--- src/rtl/instruction_encode.sv ---
// RV32I instruction encoder: packs opcode/funct/register/immediate fields into
// a 32-bit instruction word. The input is a valid/ready stream, and so is the
// registered output. A one-entry skid buffer keeps throughput at one word per
// cycle. Fields that cannot be represented raise o_error, and accept/error
// counters are kept.
module instruction_encode #(
  parameter int XLEN  = 32,
  parameter int CNT_W = 16
) (
  input  logic             clk,
  input  logic             rst,
  input  logic             i_valid,
  output logic             o_ready,
  input  logic [6:0]       i_opcode,
  input  logic [6:0]       i_funct7,
  input  logic [2:0]       i_funct3,
  input  logic [XLEN-1:0]  i_immediate,
  input  logic [4:0]       i_rs1_raddr,
  input  logic [4:0]       i_rs2_raddr,
  input  logic [4:0]       i_rd_waddr,
  output logic             o_valid,
  input  logic             i_ready,
  output logic [XLEN-1:0]  o_instruction,
  output logic             o_error,
  output logic [CNT_W-1:0] o_accept_count,
  output logic [CNT_W-1:0] o_error_count
);

  localparam logic [6:0] OP_R_INT    = 7'b0110011;
  localparam logic [6:0] OP_I_INT    = 7'b0010011;
  localparam logic [6:0] OP_I_JUMP   = 7'b1100111;
  localparam logic [6:0] OP_I_LOAD   = 7'b0000011;
  localparam logic [6:0] OP_S_BRANCH = 7'b1100011;
  localparam logic [6:0] OP_S_STORE  = 7'b0100011;
  localparam logic [6:0] OP_U_IMM    = 7'b0110111;
  localparam logic [6:0] OP_U_PC     = 7'b0010111;
  localparam logic [6:0] OP_U_JUMP   = 7'b1101111;

  // Immediate range checks. An immediate fits in N signed bits exactly when
  // everything from bit N-1 upward is one copy of the sign.
  // Index 0: 12-bit I/S, 1: 13-bit B, 2: 21-bit J.
  logic signed [XLEN-1:0] imm_s;
  logic [2:0]             fits;

  assign imm_s = signed'(i_immediate);

  genvar gi;
  generate
    for (gi = 0; gi < 3; gi++) begin : g_fit
      localparam int SHIFT = (gi == 0) ? 11 : ((gi == 1) ? 12 : 20);
      logic [XLEN-1:0] upper;
      assign upper    = imm_s >>> SHIFT;
      assign fits[gi] = (upper == '0) || (&upper);
    end
  endgenerate

  logic            is_shift;
  logic            shift_f7_ok;
  logic [XLEN-1:0] enc_word;
  logic            enc_err;

  assign is_shift    = (i_opcode == OP_I_INT) &&
                       ((i_funct3 == 3'b001) || (i_funct3 == 3'b101));
  assign shift_f7_ok = (i_funct7 == 7'b0000000) || (i_funct7 == 7'b0100000);

  // Combinational encode of the current input fields into a word plus an error flag.
  always_comb begin
    enc_word = '0;
    enc_err  = 1'b0;
    case (i_opcode)
      OP_R_INT: begin
        enc_word[31:0] = {i_funct7, i_rs2_raddr, i_rs1_raddr, i_funct3,
                          i_rd_waddr, i_opcode};
      end
      OP_I_INT, OP_I_JUMP, OP_I_LOAD: begin
        enc_word[31:0] = {i_immediate[11:0], i_rs1_raddr, i_funct3,
                          i_rd_waddr, i_opcode};
        enc_err = !fits[0];
        if (is_shift) begin
          // Shifts carry shamt in the low immediate bits; funct7 selects logical/arith.
          enc_word[31:25] = i_funct7;
          enc_word[24:20] = i_immediate[4:0];
          if (!shift_f7_ok) begin
            enc_err = 1'b1;
          end
        end
      end
      OP_S_STORE: begin
        enc_word[31:0] = {i_immediate[11:5], i_rs2_raddr, i_rs1_raddr,
                          i_funct3, i_immediate[4:0], i_opcode};
        enc_err = !fits[0];
      end
      OP_S_BRANCH: begin
        enc_word[31:0] = {i_immediate[12], i_immediate[10:5], i_rs2_raddr,
                          i_rs1_raddr, i_funct3, i_immediate[4:1],
                          i_immediate[11], i_opcode};
        enc_err = !fits[1] || i_immediate[0];
      end
      OP_U_IMM, OP_U_PC: begin
        enc_word[31:0] = {i_immediate[31:12], i_rd_waddr, i_opcode};
        enc_err = (i_immediate[11:0] != 12'd0);
      end
      OP_U_JUMP: begin
        enc_word[31:0] = {i_immediate[20], i_immediate[10:1], i_immediate[11],
                          i_immediate[19:12], i_rd_waddr, i_opcode};
        enc_err = !fits[2] || i_immediate[0];
      end
      default: begin
        // Unknown opcode: emit an all-zero word flagged as an error.
        enc_word = '0;
        enc_err  = 1'b1;
      end
    endcase
  end

  logic            out_valid_reg;
  logic [XLEN-1:0] out_instr_reg;
  logic            out_error_reg;
  logic            skid_valid_reg;
  logic [XLEN-1:0] skid_instr_reg;
  logic            skid_error_reg;
  logic            accept;
  logic            drain;

  // Reset is folded into ready so that no handshake can complete in a reset cycle.
  assign o_ready = !skid_valid_reg && !rst;
  assign accept  = i_valid && o_ready;
  assign drain   = out_valid_reg && i_ready;

  // Output register with skid: refill the output from the skid first, then from the input.
  always_ff @(posedge clk) begin
    if (rst) begin
      out_valid_reg  <= 1'b0;
      out_instr_reg  <= '0;
      out_error_reg  <= 1'b0;
      skid_valid_reg <= 1'b0;
      skid_instr_reg <= '0;
      skid_error_reg <= 1'b0;
    end else if (!out_valid_reg || drain) begin
      if (skid_valid_reg) begin
        out_valid_reg  <= 1'b1;
        out_instr_reg  <= skid_instr_reg;
        out_error_reg  <= skid_error_reg;
        skid_valid_reg <= 1'b0;
      end else if (accept) begin
        out_valid_reg <= 1'b1;
        out_instr_reg <= enc_word;
        out_error_reg <= enc_err;
      end else begin
        out_valid_reg <= 1'b0;
      end
    end else if (accept) begin
      // Output is stalled: park the new word; o_ready drops next cycle.
      skid_valid_reg <= 1'b1;
      skid_instr_reg <= enc_word;
      skid_error_reg <= enc_err;
    end
  end

  logic [CNT_W-1:0] accept_count_reg;
  logic [CNT_W-1:0] error_count_reg;

  // Accept counter wraps; error counter sticks at all-ones.
  always_ff @(posedge clk) begin
    if (rst) begin
      accept_count_reg <= '0;
      error_count_reg  <= '0;
    end else if (accept) begin
      accept_count_reg <= accept_count_reg + CNT_W'(1);
      if (enc_err && (error_count_reg != '1)) begin
        error_count_reg <= error_count_reg + CNT_W'(1);
      end
    end
  end

  assign o_valid        = out_valid_reg;
  assign o_instruction  = out_instr_reg;
  assign o_error        = out_error_reg;
  assign o_accept_count = accept_count_reg;
  assign o_error_count  = error_count_reg;

endmodule

--- config.mk ---
export PLATFORM = sky130hd
export DESIGN_NAME = instruction_encode
export DESIGN_NICKNAME = d
export VERILOG_FILES = /design/src/rtl/instruction_encode.sv
export SDC_FILE = /design/constraint.sdc
export NUM_CORES = 1
export LEC_CHECK = 0
export CORE_MARGIN = 4
export CORE_UTILIZATION = 63
export CTS_CLUSTER_SIZE = 25
export DETAILED_ROUTE_END_ITERATION = 12
export DONT_BUFFER_PORTS = 1
export PLACE_DENSITY = 0.79
export SLEW_MARGIN = 5
export SYNTH_ARGS = -nofsm -noshare
export SYNTH_HDL_FRONTEND = slang
export SYNTH_SLANG_ARGS = --single-unit
--- constraint.sdc ---
create_clock -name clk -period 3.09 [get_ports clk]
set_input_delay 0.618 -clock clk [delete_from_list [all_inputs] [get_ports clk]]
set_output_delay 0.618 -clock clk [all_outputs]
set_load 0.05 [all_outputs]
# == After elaboration in Yosys (flattened, before gate mapping) ==
# Index checks and enable logic that the tools add are counted.
# word_totals
ff_bits,100
latch_bits,0
ram_bits,0
rom_bits,0
in_bits,68
out_inout_bits,67
elab_cells,69
mem_count,0
# classes
add_sub_neg,2
multipliers,0
n_div,0
n_lt_le_gt_ge,0
n_eq_ne,13
n_shift,0
n_mux,11
bitwise_logic,1
reduce_logical,34
# op_table
op,count
one-hot mux 32 bit (6 select lines),1
logical NOT 32 bit,3
two-way mux 32 bit,2
"adder 16 x 1 -> 16 bit, second input constant",2
"equality test 7 x 6 -> 1 bit, second input constant",4
"equality test 7 bit, second input constant",3
AND reduction 21 bit,1
AND reduction 20 bit,1
"inequality test 16 bit, second input constant",1
"equality test 7 x 5 -> 1 bit, second input constant",2
two-way mux 12 bit,1
AND reduction 12 bit,1
nonzero test 12 bit,1
logical OR 1 bit,8
"equality test 7 x 2 -> 1 bit, second input constant",1
logical NOT 7 bit,1
logical NOT 1 bit,6
two-way mux 1 bit,6
one-hot mux 1 bit (6 select lines),1
AND reduction 2 bit,3
logical AND 1 bit,5
OR reduction 2 bit,2
"equality test 3 x 1 -> 1 bit, second input constant",1
"equality test 3 bit, second input constant",1
other kinds (3),3

# == Logic depth before layout (Yosys ltp) ==
# logic_depth
ltp_word,8
ltp_mapped,9
mapped_depth_nobuf,7

# == Worst setup path after synthesis ==
# OpenSTA, ideal clock, no wires.
# synth_timing
path_kind,input to register
start,input rst
end,register error_count_reg[7] (netlist: o_error_count[7])
setup_ns,0.070
arrival_time_ns,2.682
required_time_ns,3.020
path_slack_ns,0.337
path_stages,7
n_path_buf,2
cell_sequence,nor2_1 > and2_0 > clkbuf_1 > clkbuf_1 > nand3_1 > or4_1 > a21oi_1
# synth_between
elab_chain_len,4
# synth_rtl
item,line_no,source
from (decl),11,"input logic rst,"
logical NOT 1 bit,126,assign o_ready = !skid_valid_reg && !rst;
logical AND 1 bit,126,
logical AND 1 bit,127,assign accept = i_valid && o_ready;
AND reduction 2 bit (no line),n/a,
to (signal assigned),171,error_count_reg <= error_count_reg + CNT_W'(1);
to (decl),161,logic [CNT_W-1:0] error_count_reg;
# Several ways; a longest one is shown, not always the timed one.
# A chain may end at the register's enable or synchronous reset.

# == Final worst setup path ==
# layout_timing
start,register error_count_reg[8] (netlist: o_error_count[8])
end,register error_count_reg[5] (netlist: o_error_count[5])
# layout_between
elab_chain_len,3
# layout_rtl
item,line_no,source
inequality test 16 bit,170,if (enc_err && (error_count_reg != '1)) begin
logical AND 1 bit,170,
AND reduction 2 bit (no line),n/a,
# Every way passes these cells.

==> results <==
- The cell with the largest stage delay on the worst path is dfxtp_1.
- The maximum buffer depth of the clock tree is 2.
- The worst register-to-register path begins at o_error_count[8]$_SDFFE_PP0P_.
- Of all nets on the critical path, the largest fanout is 13.
- STA classifies the critical path endpoint as a flop.
- The full die area is 9430 um^2.
- The number of setup buffers added after CTS is 0.
- The number of buffer cells added on primary ports is 0.
- The first global-routing pass estimated 22600 um of wire.
- The final design instance area without fill is 5350 um^2.
- Of the total power, the share spent switching nets is 27.6%.
- The total DRC errors in the routed layout is 0.
- The overall die height is 97.1 um.
- The instance count along the most critical hold path is 1.
- The global-route met3 utilization is 7.75%.
- Measured in cells, the most critical reg-to-reg path has a length of 7.
- For this design the ratio of total power to cell area is 457 nW/um^2.
- The clock share of power is 36.6%.
- The via-per-instance ratio is 6.72.
- After the last flow step, the layout net total stands at 678.
- The time the final worst path needs with I/O delays and setup is 2.55 ns.
- After global routing, the most crowded layer is met2.
- The number of pins with negative max-slew slack in the final report was 0.
- The share of the clock period used by the worst path is 82.6%.
- The final total negative setup slack is 0 ns.
- The post-route netlist has 10.3% of its cells at a drive strength greater than 1.
- In the synthesized netlist the dominant register cell turns out to be dfxtp_1.
- STA puts the critical path data arrival time at 2.81 ns.
- Counting every sink on the clock net gives 100.
- The largest incremental delay on the critical path is 0.71 ns.
- Global routing finished with a remaining overflow of 0.
- STA classifies the critical path startpoint as a flop.
- For hold timing, the worst endpoint is o_error_count[9]$_SDFFE_PP0P_.
- The synthesized design contains 0 enable-type register cells.
- By instance count, the cell type seen most on the critical path is nor4_1.
- The number of rows created at floorplan is 32.
- The critical path goes through nand4_1, nor4_1, nand3_1, nor2_1, buf_4, nor4_1, mux2_1.
- The reg-to-reg critical path endpoint is o_error_count[5]$_SDFFE_PP0P_.
- In this run, the number of DRC markers left after iteration 0 of detailed routing was 415.
- The cell total after placement is 699.
- The synthesized area per cell is 8.10 um^2.
- The final count of hold timing violations is 0.
- For the final database, setup skew stands at 0.0123 ns.
- The total setup violations reported at the end of the flow is 0.
- The maximum number of pins on one net before global-route repair is 96.
- The class of the most critical setup path is flop to flop.
- The net switching component of the power is 675 uW.
- For this design the top-level I/O count stands at 135.
- The cell family contributing the most delay on the critical path is simple AND/OR/NAND/NOR gates.
- The total via count after detailed routing is 4808.
- The share of the yosys chip area belonging to registers is 40.0%.
- After clock tree synthesis, the repair step resized 0 gates.
- IR analysis of the VDD net gives a maximum drop of 0.000293 V.
- The final HPWL from detailed placement is 9750 um.
- The register-to-register setup slack is 0.54 ns.
- The total routed wirelength is 13800 um.
- The iteration count of the initial detailed-routing pass is 7.
- The number of buffers and inverters on the critical path is 1.
- The met2 track utilization from global routing is 47.5%.
- When the netlist entered floorplanning its net count stood at 688.
- TritonCTS built the clock tree.
- Counting flops with an async set or reset pin after synthesis yields a share of 0%.
- The H-tree was split into 3 levels.
- The floorplan step defined a core boundary enclosing 7730 um^2.
- Dividing the detail-routed wire length by the instance count gives 19.3 um.
- For this design the static power due to leakage is 1.76 nW.
- The part of the power in registers is 56.3%.
- The final non-filler cell total is 715.
- The max-cap check violation count is 0.
- The repair_antennas step left the layout with diodes totalling 0.
- The area of the mapped netlist is 5000 um^2.
- In the post-synthesis netlist, the biggest area contributors are dfxtp_1 40%, nand2_1 6.0%, a21oi_1 4.8%, nor2_1 4.7%, a221oi_1 4.2%.
- The number of antenna violations at the first check in global routing came to 0.
- The total of hold buffers inserted after clock tree synthesis is 0.
- The routability-driven placement congestion ratio is 0.931.
- The run finished with clean final reports.
- In this run, distinct cell masters in the synthesized netlist total 60.
- The initial standard-cell utilization of the core is 64.8%.
- After clock tree synthesis, the clock-pin slew on the worst setup and hold paths is 0.11 ns.
- In this run, synthesis produced a sequential element count of 100.
- The total track usage is 28.6%.
- dfxtp_1 takes more of the synthesized area than any other cell.
- STA puts the critical path data required time at 3.34 ns.
- The TritonCTS buffer count is 9.
- For this run, global-route usage on met1 was measured as 35.3%.
- Summing all placed instances gives a cell area of 5130 um^2.
- The startpoint identified for the worst hold timing path is rst.
- The portion of total power attributed to combinational logic is 7.1%.
- During synthesis, Yosys emitted a total of 0 warnings.
- Measured against its own limit, the worst slew margin works out to 20.5%.
- The antenna violation net count after detailed routing is 0.
- The width of the die is 97.1 um.
- The cell count after synthesis came out at 618.
- The post-synthesis to final-layout area growth is 6.80%.
- The internal portion of the total power is 1.77 mW.
- Setup repair after global routing left no endpoint under its margin.
- The min-delay analysis places its worst path in the category input port to flop.
- The root cell of the clock tree is clkbuf_8.
- The via count of the first global-routing pass is 4593.
- The share of the synthesized area in the top cell type is 40.0%.
- Based on the critical path, the design can be clocked at up to 0.392 GHz.
- For the pin with the worst max-slew slack, the measured transition is 1.19 ns.
- Clock latency on the worst-skew pair, taken at its later pin, is 0.36 ns.
==> placed cells by master, fill, tap and decap left out, types with 12 or more instances in the layout <==
master,count
nor3_1,21
xor2_1,12
buf_4,26
nor2_1,62
inv_1,16
nand3_1,21
nand2_1,80
nand4_1,12
dfxtp_1,99
a211oi_1,23
a221oi_1,24
o21ai_0,21
a21oi_1,48
==> kinds of logic after synthesis <==
kind of cell    after synthesis  synth area share [%]
buf+inv                      63                  5.40
simple gates                260                  25.5
flops                       100                  40.0
fa+ha+maj                     2                 0.500
xor+xnor                     14                  2.45
compound gates              176                  25.4
mux                           3                 0.750
==> through the flow <==
stage | power [mW] | hold WS [ns] | util (%) | setup slack (ns)
finish | 2.44 | 0.324 | 69.2 | 0.537
global placement | 1.57 | 0.439 | 66.4 | 0.422
detailed placement | 1.58 | 0.445 | 66.4 | 0.406
CTS | 2.46 | 0.307 | 69.2 | 0.517
global route | 2.53 | 0.288 | 69.2 | 0.335
floorplan | 1.55 | 0.437 | - | 0.337
==> worst reg2reg max path: cells and delay by family (launching register included) <==
family | cells | cell delay (ns)
simple gates | 5 | 1.21
buf+inv | 1 | 0.20
flops | 1 | 0.71
mux | 1 | 0.33
==> Yosys cell counts (all sizes together), types with 3 or more instances <==
master	number
a221oi	25
nand2	81
a21oi	48
and3	6
and2	4
a211oi	23
mux2	3
buf	16
inv	16
o31ai	8
dfxtp	100
nor4	12
a211o	7
o21ai	24
or3	4
or2	4
o41ai	5
o211ai	6
o311ai	5
nor2b	7
nand2b	6
clkbuf	31
xor2	12
or4	6
nor2	64
a222oi	11
nand4	12
nor3	24
nand3	22
==> how the worst max path moves through the flow <==
| stage | startpoint | to | depth (start not counted) |
|---|---|---|---|
| final | o_error_count[8]$_SDFFE_PP0P_ | o_error_count[5]$_SDFFE_PP0P_ | 7 |
| after floorplan | rst | o_error_count[7]$_SDFFE_PP0P_ | 7 |
| after global placement | i_funct7[4] | o_error_count[8]$_SDFFE_PP0P_ | 7 |
| after detailed placement | i_funct7[4] | o_error_count[8]$_SDFFE_PP0P_ | 7 |
| after global routing | o_error_count[8]$_SDFFE_PP0P_ | o_error_count[5]$_SDFFE_PP0P_ | 7 |
| after CTS | o_error_count[8]$_SDFFE_PP0P_ | o_error_count[5]$_SDFFE_PP0P_ | 7 |
==> final cells by class <==
type | instances | area (um^2)
multi-input combinational | 455 | 2750
clock inverter | 7 | 88.8
sequential | 100 | 2000
tap | 102 | 128
timing repair buffer | 26 | 195
clock buffer | 9 | 124
fill | 651 | 2380
inverter | 16 | 60.1
==> power groups by stage <==
stage | combinational, mW | sequential, mW | clock [mW]
floorplan | 0.144 | 1.41 | 0
global placement | 0.166 | 1.41 | 0
detailed placement | 0.171 | 1.41 | 0
CTS | 0.171 | 1.38 | 0.910
global route | 0.192 | 1.38 | 0.963
finish | 0.173 | 1.38 | 0.895
==> layer usage <==
layer | up-vias | wire (um)
met1 | 2280 | 5450
li1 | 2273 | -
met3 | 32 | 1240
met5 | - | 0
met4 | 0 | 371
met2 | 223 | 6710
No activity file was read; power rests on OpenSTA's default activity.
